**src/rtl/avion_prog_loader.sv**
```systemverilog
// Program loader and RAM-port arbiter for avion_cpu: streams words into blram from address 0
// while holding the CPU in reset, then hands the RAM port to the CPU.
module avion_prog_loader #(
  parameter int unsigned ADDRESS_WIDTH = 6,
  parameter int unsigned DATA_WIDTH    = 10,
  parameter int unsigned DEPTH         = 64
) (
  input  logic                     clk,
  input  logic                     rst,
  input  logic                     i_start,
  input  logic [ADDRESS_WIDTH:0]   i_len,
  input  logic                     i_valid,
  input  logic [DATA_WIDTH-1:0]    i_data,
  output logic                     o_ready,
  input  logic [ADDRESS_WIDTH-1:0] cpu_mar,
  input  logic [DATA_WIDTH-1:0]    cpu_mdr_in,
  input  logic                     cpu_ram_wr,
  output logic [ADDRESS_WIDTH-1:0] o_ram_addr,
  output logic [DATA_WIDTH-1:0]    o_ram_data,
  output logic                     o_ram_we,
  output logic                     o_cpu_rst,
  output logic                     o_busy,
  output logic                     o_done,
  output logic [DATA_WIDTH-1:0]    o_checksum
);

  typedef enum logic [1:0] {StIdle, StLoad, StFlush, StRun} state_e;

  localparam logic [ADDRESS_WIDTH:0] DepthLen = (ADDRESS_WIDTH + 1)'(DEPTH);

  state_e                   state_q, state_d;
  logic [ADDRESS_WIDTH-1:0] wr_ptr_q, wr_ptr_d;
  logic [ADDRESS_WIDTH:0]   remaining_q, remaining_d;
  logic [DATA_WIDTH-1:0]    checksum_q, checksum_d;
  logic                     done_q, done_d;

  logic [ADDRESS_WIDTH:0] len_clamped;
  logic                   start_accept;
  logic                   beat;
  logic                   last_beat;

  assign len_clamped  = (i_len > DepthLen) ? DepthLen : i_len;
  assign start_accept = i_start & ((state_q == StIdle) | (state_q == StRun));
  assign beat         = (state_q == StLoad) & i_valid;
  assign last_beat    = beat & (remaining_q == (ADDRESS_WIDTH + 1)'(1));

  always_ff @(posedge clk or posedge rst) begin
    if (rst) begin
      state_q     <= StIdle;
      wr_ptr_q    <= '0;
      remaining_q <= '0;
      checksum_q  <= '0;
      done_q      <= 1'b0;
    end else begin
      state_q     <= state_d;
      wr_ptr_q    <= wr_ptr_d;
      remaining_q <= remaining_d;
      checksum_q  <= checksum_d;
      done_q      <= done_d;
    end
  end

  always_comb begin
    state_d = state_q;
    unique case (state_q)
      StIdle, StRun: begin
        if (i_start) state_d = (len_clamped == '0) ? StFlush : StLoad;
      end
      StLoad:  if (last_beat) state_d = StFlush;
      StFlush: state_d = StRun;
      default: state_d = StIdle;
    endcase
  end

  always_comb begin
    wr_ptr_d    = wr_ptr_q;
    remaining_d = remaining_q;
    checksum_d  = checksum_q;
    if (start_accept) begin
      wr_ptr_d    = '0;
      remaining_d = len_clamped;
      checksum_d  = '0;
    end else if (beat) begin
      // After the DEPTH-th beat the pointer wraps, but the session has already ended.
      wr_ptr_d    = wr_ptr_q + ADDRESS_WIDTH'(1);
      remaining_d = remaining_q - (ADDRESS_WIDTH + 1)'(1);
      checksum_d  = checksum_q + i_data;
    end
    done_d = (state_q == StFlush);
  end

  always_comb begin
    o_ready    = 1'b0;
    o_busy     = 1'b0;
    o_cpu_rst  = 1'b1;
    o_ram_we   = 1'b0;
    o_ram_addr = '0;
    o_ram_data = '0;
    unique case (state_q)
      StLoad: begin
        o_ready = 1'b1;
        o_busy  = 1'b1;
        if (beat) begin
          o_ram_we   = 1'b1;
          o_ram_addr = wr_ptr_q;
          o_ram_data = i_data;
        end
      end
      StFlush: o_busy = 1'b1;
      StRun: begin
        o_cpu_rst  = 1'b0;
        o_ram_we   = cpu_ram_wr;
        o_ram_addr = cpu_mar;
        o_ram_data = cpu_mdr_in;
      end
      default: ;
    endcase
  end

  assign o_done     = done_q;
  assign o_checksum = checksum_q;

endmodule
```
**config.mk**
```make
export PLATFORM = sky130hd
export DESIGN_NAME = avion_prog_loader
export DESIGN_NICKNAME = d
export VERILOG_FILES = /design/src/rtl/avion_prog_loader.sv
export SDC_FILE = /design/constraint.sdc
export NUM_CORES = 1
export LEC_CHECK = 0
export BUFFER_PORTS_ARGS = -buffer_cell sky130_fd_sc_hd__buf_4
export CAP_MARGIN = 30
export CORE_MARGIN = 1
export CORE_UTILIZATION = 45
export DETAILED_ROUTE_END_ITERATION = 7
export GPL_ROUTABILITY_DRIVEN = 0
export HOLD_SLACK_MARGIN = 0.1
export PLACE_DENSITY = 0.74
export SLEW_MARGIN = 25
export SYNTH_ARGS = -nofsm -noshare
export SYNTH_HDL_FRONTEND = slang
export SYNTH_SLANG_ARGS = --single-unit
```
**constraint.sdc**
```tcl
create_clock -name clk -period 2.8 [get_ports clk]
set_input_delay 0.42 -clock clk [delete_from_list [all_inputs] [get_ports clk]]
set_output_delay 0.42 -clock clk [all_outputs]
set_load 0.005 [all_outputs]
```
* Word level (Yosys, flattened, before mapping)
Index checks and enable logic that the tools add are counted.
** Cells by class
- Divide/modulo/power cells :: 0
- Reduce and logical (&&, ||, !) cells :: 6
- Multipliers :: 0
- Multiplexer cells :: 20
- $add $sub $neg :: 3
- Shifts and indexed selects :: 0
- Equality and inequality tests :: 6
- Order comparisons :: 1
- Bitwise operators :: 4
** Operators with widths (number)
- $mux W10 :: 3
- $mux W7 :: 3
- $pmux W10 S2 :: 1
- $mux W6 :: 3
- $pmux W6 S2 :: 1
- $add A10 B10 Y10 :: 1
- $eq A7 B1 Y1 const B :: 1
- $gt A7 B7 Y1 const B :: 1
- $logic_not A7 Y1 :: 1
- $sub A7 B1 Y7 const B :: 1
- $add A6 B1 Y6 const B :: 1
- $mux W2 :: 3
- $pmux W2 S3 :: 1
- $eq A2 B2 Y1 const B :: 2
- $mux W1 :: 4
- $ne A2 B2 Y1 const B :: 2
- $reduce_or A2 Y1 :: 2
- $and A1 B1 Y1 :: 3
- $eq A2 B1 Y1 const B :: 1
- $logic_not A2 Y1 :: 1
- $pmux W1 S2 :: 1
- $reduce_and A2 Y1 :: 1
- $reduce_bool A2 Y1 :: 1
- $or A1 B1 Y1 :: 1
** Word-level totals
- Register bits after elaboration :: 26
- Memories kept :: 0
- Memory bits (writable) :: 0
- ROM bits :: 0
- Bits of input ports :: 38
- Output and inout bits :: 31
- Logic and storage cells :: 45
- Bits in latches :: 0

* Longest topological paths before layout
Gate-level depths: netlist of run 1.
- Word-level depth :: 6
- Mapped depth :: 8
- Gate-level depth less buffers :: 7

* Least setup slack after synthesis of run 1
Ideal clock, no wire load.
- Kind :: input to register
- Start point :: input port i_data[0]
- End point :: register checksum_q[8], in the netlist o_checksum[8]
- Buffers on the path :: 0
- Data required time :: 2735 ps
- Setup time :: 65 ps
- Stages :: 7
- Arrival time :: 1812 ps
- Path slack :: 923 ps
- Cell sequence :: ha_1 fa_1 a21oi_1 o211ai_1 and3_1 nor3_1 o21a_1
** Between the ends
- Longest elaborated chain between the ends :: 3
** Ends and longest elaborated chain
- start: declaration :: line 13 : input logic [DATA_WIDTH-1:0] i_data,
- $add A10 B10 Y10 :: line 87 : checksum_d = checksum_q + i_data;
- $mux W10 :: line 83 : end else if (beat) begin
- $mux W10 :: line 79 : if (start_accept) begin
- end signal: assignment :: line 58 : checksum_q <= checksum_d;
- end: declaration :: line 34 : logic [DATA_WIDTH-1:0] checksum_q, checksum_d;
No other way between the ends. The select of a mux whose other input is x is not followed.
A chain may end at the register's enable or synchronous reset.

* Final worst setup path of run 1
- Start point :: register state_q[1]
- End point :: output port o_ram_data[7]
** Between the ends
- Longest elaborated chain between the ends :: 4
- Elaborated cells between the ends (all ways) :: 5
- Classes of those cells :: 2 x eq/ne; 2 x mux; 1 x bitwise
** Ends and longest elaborated chain
- start: declaration :: line 31 : state_e state_q, state_d;
- start signal: assignment :: line 49 : state_q <= StIdle;
- start signal: assignment :: line 55 : state_q <= state_d;
- $eq A2 B1 Y1 :: line 44, 99
- $and A1 B1 Y1 :: line 44 : assign beat = (state_q == StLoad) & i_valid;
- $mux W10 :: line 103 : if (beat) begin
- $pmux W10 S2 * :: line 99 : unique case (state_q)
- end: declaration :: line 19 : output logic [DATA_WIDTH-1:0] o_ram_data,
Every way passes the cells marked *; elsewhere a longest branch is shown, timed or not.

==> results.sh, run 1 <==
export IMPL_critPathSlowestCell="dfrtp_1"
export IMPL_post_place_ws_ps=682
export IMPL_p_total_mw=2.22
export IMPL_grt_pass1_vias=1748
export IMPL_initial_utilization_pct=47.5
export IMPL_ys_warn_count=0
export IMPL_wl_met2_um=2320
export IMPL_vias=1845
export IMPL_grt_usage_pct=22.3
export IMPL_setup_violations_final=0
export IMPL_worstMarginPinSlew_ps=710
export IMPL_synthFlopType="dfrtp_1"
export IMPL_worst_setup_path_end_kind="output pin"
export IMPL_cts_buffers=3
export IMPL_crit_chain="inv_1, ha_1, and2_1, buf_4, a22o_1, buf_4"
export IMPL_criticalPathCategory="flip-flop to output pin"
export IMPL_ant_nets=0
export IMPL_rsz0062_at_grt="false"
export IMPL_r2r_cells=8
export IMPL_hold_class="input port to asynchronous set/reset pin"
export IMPL_synth_cell_types=42
export IMPL_dieArea_um2=4520
export IMPL_synth_edf_count=0
export IMPL_p_leak_nw=1.24
export IMPL_tns_ps=0
export IMPL_root_buffer="clkbuf_8"
export IMPL_clk_pin_slew_ps=100
export IMPL_timing_slew_headroom_pct=52.7
export IMPL_drtIter0Drc=78
export IMPL_drive_gt1_share_pct=28.3
export IMPL_cts_repair_resized=0
export IMPL_io_pins=69
export IMPL_hold_violations=0
export IMPL_cts_setup_buffers=0
export IMPL_setup_slack_ps=426
export IMPL_top_signal_layer_used="met4"
export IMPL_fillers=356
export IMPL_io_buffers=68
export IMPL_htree_levels=1
export IMPL_met3WireLength_um=177
export IMPL_nets=338
export IMPL_fmax_mhz=421
export IMPL_grt_overflow=0
export IMPL_synth_cells=217
export IMPL_ctsHoldBuffers=0
export IMPL_path_max_fanout=19
export IMPL_dp_hpwl_um=3530
export IMPL_die_x_um=67.2
export IMPL_netlist_area_um2=1910
export IMPL_drv_slew=0
export IMPL_ir_drop_mv=0.463
export IMPL_cp_depth=6
export IMPL_grt_pass1_wl_um=7650
export IMPL_outcome="finished clean"
export IMPL_crit_required_ps=2380
export IMPL_grt_max_degree=27
export IMPL_period_share_pct=84.8
export IMPL_drt_total_wl_um=4630
export IMPL_start_kind="flip-flop"
export IMPL_critPathMaxStageDelay_ps=410
export IMPL_core_area_um2=4030
export IMPL_rows=23
export IMPL_wl_per_cell_um=13.9
export IMPL_design_area_um2=2550
export IMPL_antenna_found_initial=0
export IMPL_area_growth_pct=33.2
export IMPL_clk_latency_ps=270
export IMPL_async_flop_share_pct=100
export IMPL_cts_tree="yes"
export IMPL_powerDensity_nw_per_um2=870
export IMPL_die_h_um=67.2
export IMPL_cts_sinks=26
export IMPL_cp_top_family="buffers and inverters"
export IMPL_critPathMostFrequentCell="buf_4"
export IMPL_seq_area_frac_synth_pct=34.0
export IMPL_synth_area_per_cell_um2=8.82
export IMPL_critPathArrivalTime_ps=1950
export IMPL_place_area_um2=2480
export IMPL_avgViaCountPerCell=5.54
export IMPL_final_min_clock_period_ps=2370
export IMPL_wl_met1_um=2080
export IMPL_clock_path_buffers=2
export IMPL_crit_buf_inv=3
export IMPL_ys_ff_latch=26
export IMPL_drcViolationCount=0
export IMPL_firstDrtPassIters=4
export IMPL_cap_violations=0
export IMPL_synthesis_nets=271
export IMPL_antenna_cells=0
export IMPL_fin_skew_ps=4.43
[registers in the layout, summed over array words and instances, names as in the netlist]
name,count
o_checksum,10
o_done,1
remaining_q,7
state_q,2
wr_ptr_q,6
[per-layer routing]
metal  GRT usage (%)  up-vias
met5               0        -
met4            6.91        0
met3            4.56        6
met2            39.5       41
met1            26.7      871
li1                -      927
[layout by cell type (no fill, tap or decap), drive strengths merged, types with 4 or more instances in the layout]
cell,count
a211oi,5
a21oi,14
a22o,16
buf,73
dfrtp,26
ha,15
inv,9
nand2,23
nand3,4
nand3b,6
nor2,15
nor4,4
nor4b,4
o21ai,17
xnor2,8
xor2,4
[cells in the mapped netlist (2+ instances only)]
cell type	instances	share of area, %
dfrtp_1	26	34
nand2_1	23	4.5
a22o_1	16	7.3
ha_1	15	9.8
nor2_1	15	2.9
a21oi_1	14	3.7
o21ai_0	14	3.7
inv_1	9	1.8
xnor2_1	8	3.7
nand3b_1	6	2.4
a211oi_1	5	2.0
clkbuf_1	5	0.98
buf_2	4	1.0
nand3_1	4	1.0
nor4_1	4	1.3
nor4b_1	4	1.8
xor2_1	4	1.8
and2_1	3	0.98
and3_1	3	0.98
nand4_1	3	0.98
nor3_1	3	0.78
o21ai_1	3	0.78
a21o_1	2	0.78
buf_1	2	0.39
mux2i_1	2	1.0
nand4b_1	2	0.92
o211ai_1	2	0.78
or4_1	2	0.78
[stage by stage]
step           instances  util [%]  hold WS (ps)
4_1_cts              333      63.3           205
6_report             333      63.3           193
2_1_floorplan        217         -           460
5_1_grt              333      63.3           215
3_3_place_gp         329      61.5           506
3_5_place_dp         329      61.5           509
[path summary, 6_finish.rpt]
kind | startpoint | to | slack, ps
max | state_q[1]$_DFFE_PP0P_ | o_ram_data[7] | 430
min | rst | wr_ptr_q[1]$_DFFE_PP0P_ | 190
max reg2reg | state_q[1]$_DFFE_PP0P_ | remaining_q[4]$_DFFE_PP0P_ | 740
min reg2reg | o_checksum[3]$_DFFE_PP0P_ | o_checksum[3]$_DFFE_PP0P_ | 560
max in group asynchronous | rst | o_checksum[6]$_DFFE_PP0P_ | 2350
min in group clk | i_len[3] | remaining_q[3]$_DFFE_PP0P_ | 390
[kinds of logic (layout without fill, tap and decap cells)]
group / after synthesis / count (layout) / synth area share (%)
multiplexers: 2 / 2 / 1.05
XOR/XNOR: 12 / 12 / 5.49
AND/OR/NAND/NOR: 76 / 76 / 20.8
AO/OA/AOI/OAI: 65 / 65 / 23.6
flip-flops: 26 / 26 / 34.0
buffers and inverters: 20 / 86 / 4.18
adder cells (fa/ha/maj): 16 / 16 / 10.8
[area by class of cell]
type	count	area, µm²	share of cell area [%]
clock buffers	3	41.3	1.62
flip-flops and latches	26	651	25.5
clock inverters	1	30.0	1.18
well taps	50	62.6	2.45
repair buffers	73	548	21.5
inverters	9	33.8	1.32
multi-input cells	171	1180	46.4
[worst reg2reg max path: stages (launching register included)]
cell and delay, ps:
dfrtp_1 410, inv_1 90, ha_1 200, and2_1 370, buf_4 320, nand2_1 110, nor3_1 200, xnor2_1 150
o21ai_0 90
[power breakdown]
part,switching (mW),internal [mW],leakage [nW]
Sequential,0.108,0.501,0.341
Combinational,0.654,0.639,0.859
Clock,0.126,0.191,0.0357
Total,0.889,1.33,1.24
Note: power is estimated with default switching activity, not from simulation.
==> run 2, diff against run 1 <==
Settings changed: PLACE_DENSITY 0.74 to 0.76.
Clock period 2.8 ns to 2.1 ns, I/O delays scaled along.
==> run 2 against run 1 <==
Against the previous run:
- core utilization grew 0.90 points
- clock-buffer cell count did not move
- combinational power rose by 37%
- critical path depth fell by 1
- global-route usage shrank 0.091 points
- die area unchanged
- setup slack worse by 320 ps
- worst hold slack improved by 95 ps
- non-clock buffer count is 2 higher
- total power is 36% higher
- largest power group unchanged
==> results.sh, run 2 (synthesis gave the netlist of run 1 again) <==
export IMPL_critPathArrivalTime_ps=1680
export IMPL_path_max_fanout=35
export IMPL_fin_skew_ps=4.52
export IMPL_drtIter0Drc=89
export IMPL_grt_overflow=0
export IMPL_hold_class="input port to flip-flop"
export IMPL_drive_gt1_share_pct=29.1
export IMPL_timing_slew_headroom_pct=57.1
export IMPL_io_pins=69
export IMPL_p_leak_nw=1.25
export IMPL_criticalPathCategory="flip-flop to output pin"
export IMPL_htree_levels=1
export IMPL_top_signal_layer_used="met4"
export IMPL_rows=23
export IMPL_die_x_um=67.2
export IMPL_setup_slack_ps=107
export IMPL_avgViaCountPerCell=5.60
export IMPL_cap_violations=0
export IMPL_drt_total_wl_um=4700
export IMPL_io_buffers=68
export IMPL_root_buffer="clkbuf_8"
export IMPL_clk_latency_ps=270
export IMPL_grt_pass1_vias=1704
export IMPL_largest_reg_flops=10
export IMPL_nets=340
export IMPL_firstDrtPassIters=4
export IMPL_holdPathStages=3
export IMPL_p_total_mw=3.01
export IMPL_area_growth_pct=35.1
export IMPL_start_kind="flip-flop"
export IMPL_dp_hpwl_um=3560
export IMPL_fillers=364
export IMPL_wl_met1_um=2060
export IMPL_crit_required_ps=1780
export IMPL_hold_violations=0
export IMPL_initial_utilization_pct=47.5
export IMPL_place_area_um2=2500
export IMPL_cts_tree="yes"
export IMPL_worstMarginPinSlew_ps=643
export IMPL_post_place_ws_ps=54.9
export IMPL_layout_common_cells="buf_4 (73), dfrtp_1 (26), nand2_1 (22), a22o_1 (16)"
export IMPL_drcViolationCount=0
export IMPL_cts_buffers=3
export IMPL_worst_setup_path_end_kind="output pin"
export IMPL_wl_per_cell_um=14.0
export IMPL_clock_path_buffers=2
export IMPL_cts_sinks=26
export IMPL_r2r_start="o_checksum[0]$_DFFE_PP0P_"
export IMPL_cts_setup_buffers=0
export IMPL_antenna_cells=0
export IMPL_rsz0062_at_grt="false"
export IMPL_ant_nets=0
export IMPL_core_area_um2=4030
export IMPL_outcome="finished clean"
export IMPL_fmax_mhz=502
export IMPL_design_area_um2=2590
export IMPL_final_min_clock_period_ps=1990
export IMPL_dieArea_um2=4520
export IMPL_grt_max_degree=36
export IMPL_multi_input_area_um2=1190
export IMPL_die_h_um=67.2
export IMPL_clk_pin_slew_ps=100
export IMPL_hold_path_startpoint="i_len[3]"
export IMPL_min_to="remaining_q[3]$_DFFE_PP0P_"
export IMPL_powerDensity_nw_per_um2=1160
export IMPL_period_share_pct=94.9
export IMPL_rrSetupSlack_ps=140
export IMPL_r2r_cells=7
export IMPL_fin_hold_ws_ps=289
export IMPL_tns_ps=0
export IMPL_met3WireLength_um=223
export IMPL_setup_violations_final=0
export IMPL_ir_drop_mv=0.755
export IMPL_vias=1877
export IMPL_drv_slew=0
export IMPL_ff_latch_area_um2=651
export IMPL_wl_met2_um=2360
export IMPL_grt_usage_pct=22.2
export IMPL_r2r_end="o_checksum[8]$_DFFE_PP0P_"
export IMPL_antenna_found_initial=0
export IMPL_final_common_cell="buf_4"
export IMPL_grt_pass1_wl_um=7600
run 2: layout make-up:
class | instances | area share, %
clock buffer | 3 | 1.60
timing repair buffer | 75 | 22.4
multi-input combinational | 171 | 46.0
tap | 50 | 2.42
sequential | 26 | 25.2
clock inverter | 1 | 1.16
inverter | 9 | 1.31
run 2: per-stage QoR:
| stage | util (%) | std cells |
|---|---|---|
| floorplan | - | 217 |
| global placement | 62.0 | 330 |
| detailed placement | 62.0 | 330 |
| CTS | 64.0 | 335 |
| global route | 64.2 | 335 |
| finish | 64.2 | 335 |
run 2: worst max-delay path, cell delays in order, from the launching register on:
cell	delay, ps
dfrtp_1	430
ha_1	260
and2_1	200
buf_12	170
a22o_1	210
buf_4	130
run 2: worst max path at each step:
stage                                          from                         to  slack [ps]  cells after the start
after floorplan           o_checksum[0]$_DFFE_PP0P_  o_checksum[8]$_DFFE_PP0P_         250                      7
after global placement                    i_data[0]  o_checksum[8]$_DFFE_PP0P_         110                      8
after detailed placement                  i_data[0]  o_checksum[8]$_DFFE_PP0P_          50                      8
after CTS                    state_q[0]$_DFFE_PP0P_                   o_ram_we          50                      5
after global routing      o_checksum[0]$_DFFE_PP0P_  o_checksum[8]$_DFFE_PP0P_          10                      7
final                        state_q[0]$_DFFE_PP0P_              o_ram_data[4]         110                      5
run 2: timing repair:
item	in CTS	in global routing
hold endpoints to repair	26	0
gates resized for setup	0	2
hold buffers	1	0
setup endpoints to repair	0	2
run 2: power by group:
part	switching (mW)	internal (mW)	leakage [nW]	total (mW)
combinational	0.889	0.881	0.872	1.77
sequential	0.149	0.668	0.341	0.816
clock	0.168	0.255	0.0357	0.423
run 2: routing by layer:
| metal | track usage (%) | vias up |
|---|---|---|
| met1 | 27.8 | 888 |
| met4 | 5.85 | 0 |
| met2 | 39.9 | 47 |
| met3 | 2.53 | 6 |
| li1 | - | 936 |
| met5 | 0 | - |
